--- src/rtl/sd_spi_master_if.sv ---
// Bus between the SD init/read controller and the SPI master that shifts
// its 48-bit command frames. The master modport is the SPI engine's view and
// the slave modport is the controller/card-side view.
interface sd_spi_master_if #(
  parameter int DATA_W = 48
);
  logic              spi_soft_rst_n_i;
  logic              spi_start_i;
  logic              spi_fbo_i;
  logic [1:0]        spi_clock_divider_i;
  logic [DATA_W-1:0] spi_tx_data_i;
  logic              spi_miso_i;
  logic              spi_sck_o;
  logic              spi_mosi_o;
  logic              spi_cs_n_o;
  logic [DATA_W-1:0] spi_data_o;
  logic              spi_done_o;
  logic              spi_busy_o;

  modport master (
    input  spi_soft_rst_n_i, spi_start_i, spi_fbo_i, spi_clock_divider_i,
           spi_tx_data_i, spi_miso_i,
    output spi_sck_o, spi_mosi_o, spi_cs_n_o, spi_data_o, spi_done_o, spi_busy_o
  );

  modport slave (
    output spi_soft_rst_n_i, spi_start_i, spi_fbo_i, spi_clock_divider_i,
           spi_tx_data_i, spi_miso_i,
    input  spi_sck_o, spi_mosi_o, spi_cs_n_o, spi_data_o, spi_done_o, spi_busy_o
  );
endinterface

--- src/rtl/sd_spi_master.sv ---
// SPI mode-0 master for SD command frames: shifts one DATA_W-bit frame out on
// MOSI while capturing DATA_W bits from MISO. All pin outputs are registered
// from the current state, so every output lags the state register by one
// clock; this lag is uniform, which keeps SCK, MOSI and CS_n aligned.
module sd_spi_master #(
  parameter int DATA_W   = 48,
  parameter int DIV_BASE = 2
) (
  input  logic          spi_clk_i,
  input  logic          spi_rst_i,
  sd_spi_master_if.master bus
);

  localparam int CNT_W = $clog2(DATA_W + 1);

  typedef enum logic [2:0] {
    IDLE,
    LOAD,
    SCK_LO,
    SCK_HI,
    FINISH,
    DONE
  } state_t;

  state_t            state_q, state_d;
  logic [5:0]        hcnt_q, hcnt_d;
  logic [CNT_W-1:0]  bit_cnt_q, bit_cnt_d;
  logic              sck_q, sck_d;
  logic              mosi_q, mosi_d;
  logic              cs_n_q, cs_n_d;
  logic              busy_q, busy_d;
  logic              done_q, done_d;
  logic [DATA_W-1:0] data_q, data_d;

  // Frame datapath: loaded in LOAD, not reset (only meaningful after LOAD).
  logic [DATA_W-1:0] tx_sh_q, tx_sh_d;
  logic [DATA_W-1:0] rx_q, rx_d;
  logic              fbo_q, fbo_d;
  logic [1:0]        div_q, div_d;

  logic [5:0]        half_len;
  logic              half_last;
  logic              tx_bit;

  assign half_len  = 6'(DIV_BASE) << div_q;
  assign half_last = (hcnt_q == half_len - 6'd1);
  assign tx_bit    = fbo_q ? tx_sh_q[DATA_W-1] : tx_sh_q[0];

  // Next-state, shift-register and registered-output computation.
  always_comb begin
    state_d   = state_q;
    hcnt_d    = hcnt_q;
    bit_cnt_d = bit_cnt_q;
    tx_sh_d   = tx_sh_q;
    rx_d      = rx_q;
    fbo_d     = fbo_q;
    div_d     = div_q;
    data_d    = data_q;
    sck_d     = 1'b0;
    mosi_d    = 1'b1;
    cs_n_d    = 1'b1;
    busy_d    = 1'b0;
    done_d    = 1'b0;

    case (state_q)
      IDLE: begin
        if (bus.spi_start_i) state_d = LOAD;
      end

      LOAD: begin
        tx_sh_d   = bus.spi_tx_data_i;
        fbo_d     = bus.spi_fbo_i;
        div_d     = bus.spi_clock_divider_i;
        bit_cnt_d = '0;
        hcnt_d    = '0;
        cs_n_d    = 1'b0;
        busy_d    = 1'b1;
        mosi_d    = bus.spi_fbo_i ? bus.spi_tx_data_i[DATA_W-1] : bus.spi_tx_data_i[0];
        state_d   = SCK_LO;
      end

      SCK_LO: begin
        cs_n_d = 1'b0;
        busy_d = 1'b1;
        mosi_d = tx_bit;
        if (half_last) begin
          hcnt_d  = '0;
          state_d = SCK_HI;
        end else begin
          hcnt_d = hcnt_q + 6'd1;
        end
      end

      SCK_HI: begin
        cs_n_d = 1'b0;
        busy_d = 1'b1;
        mosi_d = tx_bit;
        sck_d  = 1'b1;
        // First cycle of the high phase is the edge where SCK rises.
        if (hcnt_q == 6'd0) begin
          rx_d = fbo_q ? {rx_q[DATA_W-2:0], bus.spi_miso_i}
                       : {bus.spi_miso_i, rx_q[DATA_W-1:1]};
        end
        if (half_last) begin
          hcnt_d    = '0;
          bit_cnt_d = bit_cnt_q + 1'b1;
          tx_sh_d   = fbo_q ? {tx_sh_q[DATA_W-2:0], 1'b1}
                            : {1'b1, tx_sh_q[DATA_W-1:1]};
          state_d   = (bit_cnt_q == CNT_W'(DATA_W - 1)) ? FINISH : SCK_LO;
        end else begin
          hcnt_d = hcnt_q + 6'd1;
        end
      end

      FINISH: begin
        // Hold CS low for one more half-period after the last SCK fall.
        cs_n_d = 1'b0;
        busy_d = 1'b1;
        if (half_last) begin
          hcnt_d  = '0;
          state_d = DONE;
        end else begin
          hcnt_d = hcnt_q + 6'd1;
        end
      end

      DONE: begin
        done_d = 1'b1;
        if (!done_q) data_d = rx_q;
      end

      default: state_d = IDLE;
    endcase

    // Soft clear aborts anything in flight; the received frame is kept.
    if (!bus.spi_soft_rst_n_i) begin
      state_d   = IDLE;
      hcnt_d    = '0;
      bit_cnt_d = '0;
      data_d    = data_q;
      sck_d     = 1'b0;
      mosi_d    = 1'b1;
      cs_n_d    = 1'b1;
      busy_d    = 1'b0;
      done_d    = 1'b0;
    end
  end

  // Control state and pin outputs, with synchronous reset.
  always_ff @(posedge spi_clk_i) begin
    if (spi_rst_i) begin
      state_q   <= IDLE;
      hcnt_q    <= '0;
      bit_cnt_q <= '0;
      sck_q     <= 1'b0;
      mosi_q    <= 1'b1;
      cs_n_q    <= 1'b1;
      busy_q    <= 1'b0;
      done_q    <= 1'b0;
      data_q    <= '0;
    end else begin
      state_q   <= state_d;
      hcnt_q    <= hcnt_d;
      bit_cnt_q <= bit_cnt_d;
      sck_q     <= sck_d;
      mosi_q    <= mosi_d;
      cs_n_q    <= cs_n_d;
      busy_q    <= busy_d;
      done_q    <= done_d;
      data_q    <= data_d;
    end
  end

  // Frame shift registers and latched transfer settings.
  always_ff @(posedge spi_clk_i) begin
    tx_sh_q <= tx_sh_d;
    rx_q    <= rx_d;
    fbo_q   <= fbo_d;
    div_q   <= div_d;
  end

  assign bus.spi_sck_o  = sck_q;
  assign bus.spi_mosi_o = mosi_q;
  assign bus.spi_cs_n_o = cs_n_q;
  assign bus.spi_data_o = data_q;
  assign bus.spi_done_o = done_q;
  assign bus.spi_busy_o = busy_q;

endmodule

--- src/flat_wrapper.sv ---
// flat-port wrapper written by rule: the top's interface ports become plain ports
module sd_spi_master_flat 
#(
  parameter int DATA_W   = 48,
  parameter int DIV_BASE = 2
)
  (spi_clk_i, spi_rst_i, bus_spi_soft_rst_n_i, bus_spi_start_i, bus_spi_fbo_i, bus_spi_clock_divider_i, bus_spi_tx_data_i, bus_spi_miso_i, bus_spi_sck_o, bus_spi_mosi_o, bus_spi_cs_n_o, bus_spi_data_o, bus_spi_done_o, bus_spi_busy_o);
  sd_spi_master_if #(.DATA_W(DATA_W)) bus_i ();
  input  logic spi_clk_i;
  input  logic spi_rst_i;
  input wire logic [$bits(bus_i.spi_soft_rst_n_i)-1:0] bus_spi_soft_rst_n_i;
  input wire logic [$bits(bus_i.spi_start_i)-1:0] bus_spi_start_i;
  input wire logic [$bits(bus_i.spi_fbo_i)-1:0] bus_spi_fbo_i;
  input wire logic [$bits(bus_i.spi_clock_divider_i)-1:0] bus_spi_clock_divider_i;
  input wire logic [$bits(bus_i.spi_tx_data_i)-1:0] bus_spi_tx_data_i;
  input wire logic [$bits(bus_i.spi_miso_i)-1:0] bus_spi_miso_i;
  output wire logic [$bits(bus_i.spi_sck_o)-1:0] bus_spi_sck_o;
  output wire logic [$bits(bus_i.spi_mosi_o)-1:0] bus_spi_mosi_o;
  output wire logic [$bits(bus_i.spi_cs_n_o)-1:0] bus_spi_cs_n_o;
  output wire logic [$bits(bus_i.spi_data_o)-1:0] bus_spi_data_o;
  output wire logic [$bits(bus_i.spi_done_o)-1:0] bus_spi_done_o;
  output wire logic [$bits(bus_i.spi_busy_o)-1:0] bus_spi_busy_o;
  assign bus_i.spi_soft_rst_n_i = bus_spi_soft_rst_n_i;
  assign bus_i.spi_start_i = bus_spi_start_i;
  assign bus_i.spi_fbo_i = bus_spi_fbo_i;
  assign bus_i.spi_clock_divider_i = bus_spi_clock_divider_i;
  assign bus_i.spi_tx_data_i = bus_spi_tx_data_i;
  assign bus_i.spi_miso_i = bus_spi_miso_i;
  assign bus_spi_sck_o = bus_i.spi_sck_o;
  assign bus_spi_mosi_o = bus_i.spi_mosi_o;
  assign bus_spi_cs_n_o = bus_i.spi_cs_n_o;
  assign bus_spi_data_o = bus_i.spi_data_o;
  assign bus_spi_done_o = bus_i.spi_done_o;
  assign bus_spi_busy_o = bus_i.spi_busy_o;
  sd_spi_master #(.DATA_W(DATA_W), .DIV_BASE(DIV_BASE)) u_core (.spi_clk_i(spi_clk_i), .spi_rst_i(spi_rst_i), .bus(bus_i));
endmodule
--- config.mk ---
export PLATFORM = sky130hd
export DESIGN_NAME = sd_spi_master_flat
export DESIGN_NICKNAME = d
export VERILOG_FILES = /design/src/rtl/sd_spi_master_if.sv /design/src/rtl/sd_spi_master.sv /design/src/flat_wrapper.sv
export SDC_FILE = /design/constraint.sdc
export NUM_CORES = 1
export LEC_CHECK = 0
export CAP_MARGIN = 0
export CORE_MARGIN = 2
export CORE_UTILIZATION = 40
export DETAILED_ROUTE_END_ITERATION = 8
export DONT_BUFFER_PORTS = 1
export PLACE_DENSITY = 0.62
export REMOVE_ABC_BUFFERS = 1
export SLEW_MARGIN = 40
export SYNTH_ARGS = -nofsm -noshare
export SYNTH_HDL_FRONTEND = slang
export SYNTH_SLANG_ARGS = --single-unit
--- constraint.sdc ---
create_clock -name spi_clk_i -period 6.69 [get_ports spi_clk_i]
set_input_delay 1.338 -clock spi_clk_i [delete_from_list [all_inputs] [get_ports spi_clk_i]]
set_output_delay 1.338 -clock spi_clk_i [all_outputs]
set_load 0.005 [all_outputs]
==> results of run 1 <==
-- routing by layer --
layer | share of wire (%) | vias up | global-route usage [%]
met1 | 45 | 2152 | 18.5
met5 | 0.095 | - | 0
met3 | 7.4 | 21 | 5.61
met4 | 2.3 | 2 | 6.02
li1 | - | 2286 | -
met2 | 45 | 140 | 22.0
-- cells by family (layout without fill, tap and decap cells) --
group	Yosys count	count (layout)	synth area share (%)
and+or+nand+nor	211	211	12.5
xor gates and xnor gates	1	1	0.122
adders and majority gates	3	3	0.522
muxes	97	97	14.3
DFF	167	167	60.2
AOI/OAI and AO/OA	123	123	9.39
buffers and inverters	51	44	2.92
-- layout make-up --
type	count	area, um^2	area share (%)
clock buffer	20	458	5.78
clock inverter	12	92.6	1.17
inverter	6	22.5	0.284
multi-input combinational	435	2680	33.8
sequential	167	4330	54.7
tap	229	287	3.62
timing repair buffer	6	48.8	0.616
-- critical path: stages, from the launching register on --
cell and delay (ps):
edfxtp_1 420, or2_4 260, a2111oi_4 350, o211ai_4 270, o21ai_4 180, buf_4 510
-- Yosys cell counts --
| cell type | number |
|---|---|
| xor2_1 | 1 |
| or4_1 | 4 |
| o211ai_2 | 1 |
| nand2b_1 | 3 |
| nand3b_1 | 2 |
| nand3_1 | 11 |
| a2111oi_4 | 1 |
| buf_6 | 1 |
| nor3_1 | 3 |
| or2_4 | 1 |
| a22oi_1 | 1 |
| mux2_2 | 48 |
| nand4b_1 | 3 |
| and4_1 | 1 |
| a31oi_1 | 4 |
| dfxtp_1 | 68 |
| buf_1 | 3 |
| o2111a_1 | 1 |
| or2_2 | 1 |
| a21oi_1 | 57 |
| inv_1 | 6 |
| o21ai_0 | 52 |
| nand2_1 | 156 |
| nor2_1 | 15 |
| nor4b_1 | 1 |
| edfxtp_1 | 99 |
| ha_1 | 3 |
| mux2i_1 | 49 |
| clkbuf_1 | 32 |
| nand4_1 | 1 |
| a211oi_1 | 1 |
| o31ai_1 | 3 |
| or3_1 | 2 |
| a21o_1 | 1 |
| a221oi_1 | 1 |
| buf_2 | 8 |
| nor2b_1 | 5 |
| or3b_1 | 1 |
| nor3b_1 | 1 |
| clkbuf_2 | 1 |
-- power by group through the flow --
stage	combinational (mW)	clock (mW)	sequential, mW
finish	0.0612	0.913	1.11
floorplan	0.0461	0	1.14
detailed placement	0.0615	0	1.13
global route	0.0695	0.976	1.11
global placement	0.0593	0	1.13
CTS	0.0619	0.935	1.11
-- registers in the layout (all words and copies together) (netlist names) --
signal and count:
u_core.bus.spi_data_o 48, u_core.rx_q 48, u_core.tx_sh_q 48, u_core.bit_cnt_q 6, u_core.hcnt_q 6, u_core.state_q 3, u_core.div_q 2, u_core.bus.spi_busy_o 1
u_core.bus.spi_cs_n_o 1, u_core.bus.spi_done_o 1, u_core.bus.spi_mosi_o 1, u_core.bus.spi_sck_o 1, u_core.fbo_q 1
-- worst max path at each step --
stage	start	to	slack [ps]
3_5_place_dp	u_core.div_q[0]$_DFFE_PP_	u_core.tx_sh_q[33]$_DFFE_PP_	4110
3_3_place_gp	u_core.div_q[0]$_DFFE_PP_	u_core.tx_sh_q[26]$_DFFE_PP_	4220
2_1_floorplan	u_core.state_q[1]$_SDFFE_PP0P_	u_core.tx_sh_q[0]$_DFFE_PP_	1370
6_report	u_core.div_q[0]$_DFFE_PP_	u_core.tx_sh_q[36]$_DFFE_PP_	4280
4_1_cts	u_core.div_q[0]$_DFFE_PP_	u_core.tx_sh_q[33]$_DFFE_PP_	4090
5_1_grt	u_core.div_q[0]$_DFFE_PP_	u_core.tx_sh_q[33]$_DFFE_PP_	4150
-- placed cells by master, fill, tap and decap left out, drive strengths merged, types with 2 or more instances in the layout --
cell type  Yosys  routed
a31oi          4       4
nor2          15      15
nand2        156     156
or4            4       4
mux2i         49      49
clkbuf        33      20
ha             3       3
mux2          48      48
nand3         11      11
o31ai          3       3
buf           12       6
nand2b         3       3
inv            6      12
or2            2       2
nor3           3       3
a21oi         57      57
edfxtp        99      99
clkinvlp       0       2
clkinv         0       4
nor2b          5       5
or3            2       2
nand4b         3       3
nand3b         2       2
dfxtp         68      68
o21ai         52      52
==> out/results.ini, run 1 <==
[run_status]
outcome = completed

[pwr]
ir_drop_v = 0.000178
power_frac_clock_pct = 43.8
pwr-share-seq_pct = 53.2
power_switching_mw = 0.453
p_leak_nw = 2.75
internal-power_mw = 1.63
power_per_cell_area_mw_per_mm2 = 263
swShare_pct = 21.7
power_mw = 2.08
pwr-share-comb_pct = 2.9

[detailed_routing]
viasPerCell = 5.26
drc = 0
drt_iter0_drc = 282
route.vias.total = 4601
wire_per_inst_um = 15.6
ant_nets = 0
dr.pass1.iters = 4
drt-total-wl_um = 13600

[place]
dp_cells = 843
dp_hpwl_um = 8860
portBuffers = 0
gp_congestion = 0.732
post-place-ws_ps = 4110
place_area_mm2 = 0.00736

[grt]
grt_pass1_wl_um = 22300
grt_pass1_vias = 4445
grt_usage_pct = 14.4
grt_max_degree = 101
grt_overflow = 0
antenna_found_initial = 1

[worst_hold_path]
holdPathStages = 2
hold_path_startpoint = u_core.bus.spi_data_o[33]$_SDFFE_PP0P_
holdPathEnd = u_core.bus.spi_data_o[33]$_SDFFE_PP0P_
holdCritPathClass = reg -> reg

[critical_path]
critPathLaunchType = flop
required_ps = 6750
path_class = reg -> reg
worstReg2RegStart = u_core.div_q[0]$_DFFE_PP_
ff2ff_path_depth = 5
critPathCaptureType = flop
rr_endpoint = u_core.tx_sh_q[36]$_DFFE_PP_
r2r_slack_ps = 4280
worstPathMaxFanout = 48
arrival_ps = 2460

[finish]
drive_above_1_share_pct = 14.1
nNetsFinal = 692
fin_util_pct = 44.6
antennaDiodeCount = 0
final_area_mm2 = 0.00792
final-instance-count-excl-fill = 875
fillers = 1661
syn_to_final_growth_pct = 10.1

[clocking]
h-tree-depth = 4
path_clk_slew_ps = 60
cts_made_buffers = 17
cts_tree = done
clock_path_buffers = 2
cts.sinks = 167
cts_hold_buffers = 0
post_cts_buffers = 0
cts_resized = 0
cts_root_buf = clkbuf_16
worst_skew_pair.late_latency_ps = 420

[logic_synthesis]
yosysSeqAreaShare_pct = 60.2
synth_top_area_cell = edfxtp_1
avgSynthCellArea_um2 = 11.0
synthesis.instances = 653
ys_seq_elements = 167
synth_top_cell_area_share_pct = 41.3
ys_types = 40
synthTopCellsByArea = edfxtp_1 (41%), dfxtp_1 (19%), nand2_1 (8.1%)
syn_area_mm2 = 0.00720
yosysWarnings = 0

[job]
drv_cap = 0

[timing]
hold_violations = 0
whs_ps = 465
setup_viol = 0
fmax_mhz = 415
tightest_slew_ps = 773
worst_slack_ps = 4280
finClkSkew_ps = 9.19
relSlewSlack_pct = 48.4
min_period_over_period_pct = 36.0
rsz0062_at_grt = no
tns_ps = 0
final_max_slew_viol_count = 0
fin_crit_ps = 2410

[die]
die_w_um = 138
coreArea_mm2 = 0.0178
die-height_um = 138
die_area_mm2 = 0.0191
start_util_pct = 40.5
ios = 109
rows = 49

Power figures use the tool's default switching activity.
==> run 2, diff against run 1 <==
- PLACE_DENSITY: 0.62 -> 0.64
- clock period: 6.69 -> 2 ns (I/O delays scaled with it)
==> run 2 against run 1 <==
  * Flip-flop and latch count did not move
  * Maximum frequency rose by 22%
  * Wire length rose by 5.2%
  * Global-route usage rose by 0.85 points
  * Clock skew rose by 5.0 ps
  * Combinational power rose to 3.6 times the previous value
  * Critical path depth rose by 1
  * Critical path type unchanged
  * Highest routed layer is now met4
==> out/results.ini, run 2 (synthesized netlist as in run 1, its figures left out) <==
[die]
start_util_pct = 40.5  ; unchanged
die_w_um = 138  ; unchanged
ios = 109  ; unchanged
rows = 49  ; unchanged
coreArea_mm2 = 0.0178  ; unchanged
die-height_um = 138  ; unchanged
die_area_mm2 = 0.0191  ; unchanged

[run_status]
outcome = completed

[clocking]
path_clk_slew_ps = 70  ; about the same
cts_hold_buffers = 0  ; unchanged
cts_root_buf = clkbuf_16
clock_path_buffers = 2  ; unchanged
cts_made_buffers = 17  ; unchanged
cts.sinks = 167  ; unchanged
h-tree-depth = 4  ; unchanged
worst_skew_pair.late_latency_ps = 440  ; +20 ps
cts_tree = done

[worst_hold_path]
holdCritPathClass = in -> reg

[timing]
fmax_mhz = 508  ; +22%
setup_viol = 0  ; unchanged
final_max_slew_viol_count = 0  ; unchanged
tightest_slew_ps = 582  ; -191 ps
whs_ps = 30.4  ; -434 ps
relSlewSlack_pct = 61.1  ; +13 points
fin_crit_ps = 1970  ; -440 ps
hold_violations = 0  ; unchanged
rsz0062_at_grt = yes
min_period_over_period_pct = 98.3  ; +62 points
tns_ps = 0  ; unchanged
finClkSkew_ps = 14.2  ; +5.04 ps

[grt]
grt.met2_usage_pct = 23.9  ; +1.9 points
grt_usage_pct = 15.3  ; +0.85 points
met3_usage_pct = 6.72  ; +1.1 points
busiest_layer = met2
grt_pass1_wl_um = 23600  ; +5.7%
grt_max_degree = 94  ; -6.9%
grt_use_met1_pct = 18.7  ; +0.20 points
grt_pass1_vias = 4638  ; +4.3%
antenna_found_initial = 1  ; unchanged
grt_overflow = 0  ; unchanged

[finish]
final_area_mm2 = 0.00814  ; +2.7%
fin_util_pct = 45.8  ; +1.2 points
fillers = 1653  ; -0.48%
syn_to_final_growth_pct = 13.1
drive_above_1_share_pct = 16.0  ; +1.9 points
final-instance-count-excl-fill = 887  ; +1.4%
mostFrequentLayoutCell = nand2_1
nNetsFinal = 703  ; +1.6%
layout_common_cells = nand2_1 (156), edfxtp_1 (99), dfxtp_1 (68), a21oi_1 (56), o21ai_0 (50)

[job]
drv_cap = 0  ; unchanged

[detailed_routing]
drt_iter0_drc = 266  ; -5.7%
drc = 0  ; unchanged
wire_per_inst_um = 16.2  ; +3.8%
ant_nets = 0  ; unchanged
drt-total-wl_um = 14400  ; +5.2%
dr.pass1.iters = 4  ; unchanged
route.vias.total = 4631  ; +0.65%
viasPerCell = 5.22  ; -0.71%

[critical_path]
cp.buffers_inverters = 1  ; unchanged
path_delay_family = simple AND/OR/NAND/NOR gates
slowest_stage = or4_1
r2r_slack_ps = 30  ; -4250 ps
worstReg2RegStart = u_core.div_q[0]$_DFFE_PP_
slowest_delay_ps = 460  ; -50 ps
ff2ff_path_depth = 6  ; +1
critPathCaptureType = flop
setup.worst_path.start = u_core.div_q[0]$_DFFE_PP_
rr_endpoint = u_core.bit_cnt_q[0]$_SDFFE_PP0P_
path_class = reg -> reg
critPathLaunchType = flop
crit_chain = or2_4 > a2111oi_4 > o211ai_4 > buf_6 > or4_1 > o21ai_1
arrival_ps = 2330  ; -130 ps
required_ps = 2360  ; -4390 ps
critical_path.endpoint = u_core.bit_cnt_q[0]$_SDFFE_PP0P_
worstPathMaxFanout = 6  ; -88%
crit_cells = 6  ; +1

[pwr]
internal-power_mw = 5.59  ; +240%
ir_drop_v = 0.000613  ; +240%
pwr-share-seq_pct = 51.7  ; -1.5 points
swShare_pct = 22.0  ; +0.29 points
p_leak_nw = 2.85  ; +3.9%
power_per_cell_area_mw_per_mm2 = 881  ; +240%
power_switching_mw = 1.58  ; +250%
pwr-share-comb_pct = 3.1  ; +0.2 points
power_frac_clock_pct = 45.2  ; +1.4 points

[place]
dp_hpwl_um = 9480  ; +6.9%
dp_cells = 853  ; +1.2%
place_area_mm2 = 0.00751  ; +2.0%
portBuffers = 0  ; unchanged
gp_congestion = 0.799  ; +9.1%

## run 2: cell types whose count changed in the layout (fill, tap and decap cells not counted), moves of 2 or more
cell / previous run / this run
buf_6: 1 / 3
buf_12: 0 / 6
clkbuf_1: 2 / 0
buf_4: 5 / 8
clkinvlp_4: 2 / 0
## run 2: worst min-delay path by stage
stage	start	depth (start not counted)	to	slack [ps]
2_1_floorplan	u_core.bus.spi_data_o[0]$_SDFFE_PP0P_	2	u_core.bus.spi_data_o[0]$_SDFFE_PP0P_	450
3_3_place_gp	u_core.bus.spi_data_o[33]$_SDFFE_PP0P_	2	u_core.bus.spi_data_o[33]$_SDFFE_PP0P_	460
4_1_cts	spi_rst_i	1	u_core.bus.spi_data_o[13]$_SDFFE_PP0P_	8
5_1_grt	spi_rst_i	1	u_core.bus.spi_data_o[2]$_SDFFE_PP0P_	5
3_5_place_dp	u_core.bus.spi_data_o[14]$_SDFFE_PP0P_	2	u_core.bus.spi_data_o[14]$_SDFFE_PP0P_	460
6_report	spi_rst_i	1	u_core.bus.spi_data_o[16]$_SDFFE_PP0P_	30
## run 2: layer usage
layer | up-vias | wire length, um
met5 | - | 0
met4 | 0 | 316
met3 | 24 | 1200
met2 | 140 | 6510
met1 | 2164 | 6320
li1 | 2303 | -
## run 2: layout make-up
type | count | area, um^2 | share of cell area [%]
multi-input combinational | 435 | 2680 | 33.0
clock buffer | 20 | 489 | 6.01
inverter | 6 | 22.5 | 0.277
antenna | 1 | 2.50 | 0.0308
tap | 229 | 287 | 3.52
clock inverter | 12 | 105 | 1.29
timing repair buffer | 17 | 214 | 2.63
sequential | 167 | 4330 | 53.3
## run 2: what timing repair did
| item | in CTS | in global routing |
|---|---|---|
| gates resized for setup | 1 | 5 |
| hold endpoints to repair | 0 | 0 |
| pin swaps | 1 | 2 |
| setup buffers | 0 | 1 |
| setup endpoints to repair | 1 | 51 |
## run 2: worst reg2reg max path, delay by kind of cell (launching register included)
kind	cells	cell delay (ps)
buf+inv	1	170
flops	1	390
compound gates	3	630
simple gates	2	710
## run 2: metrics by stage
stage | setup WS, ps | total power [mW]
after floorplan | -3320 | 3.95
after detailed placement | 22.8 | 4.00
after CTS | 33.6 | 7.25
after global routing | -57.4 | 7.44
after global placement | 80.3 | 3.99
final | 33.3 | 7.17
## run 2: power by group through the flow
stage / clock network, mW / registers (mW) / logic [mW]
floorplan: 0 / 3.80 / 0.154
global placement: 0 / 3.78 / 0.209
detailed placement: 0 / 3.78 / 0.219
CTS: 3.32 / 3.71 / 0.221
global route: 3.48 / 3.71 / 0.247
finish: 3.24 / 3.71 / 0.219
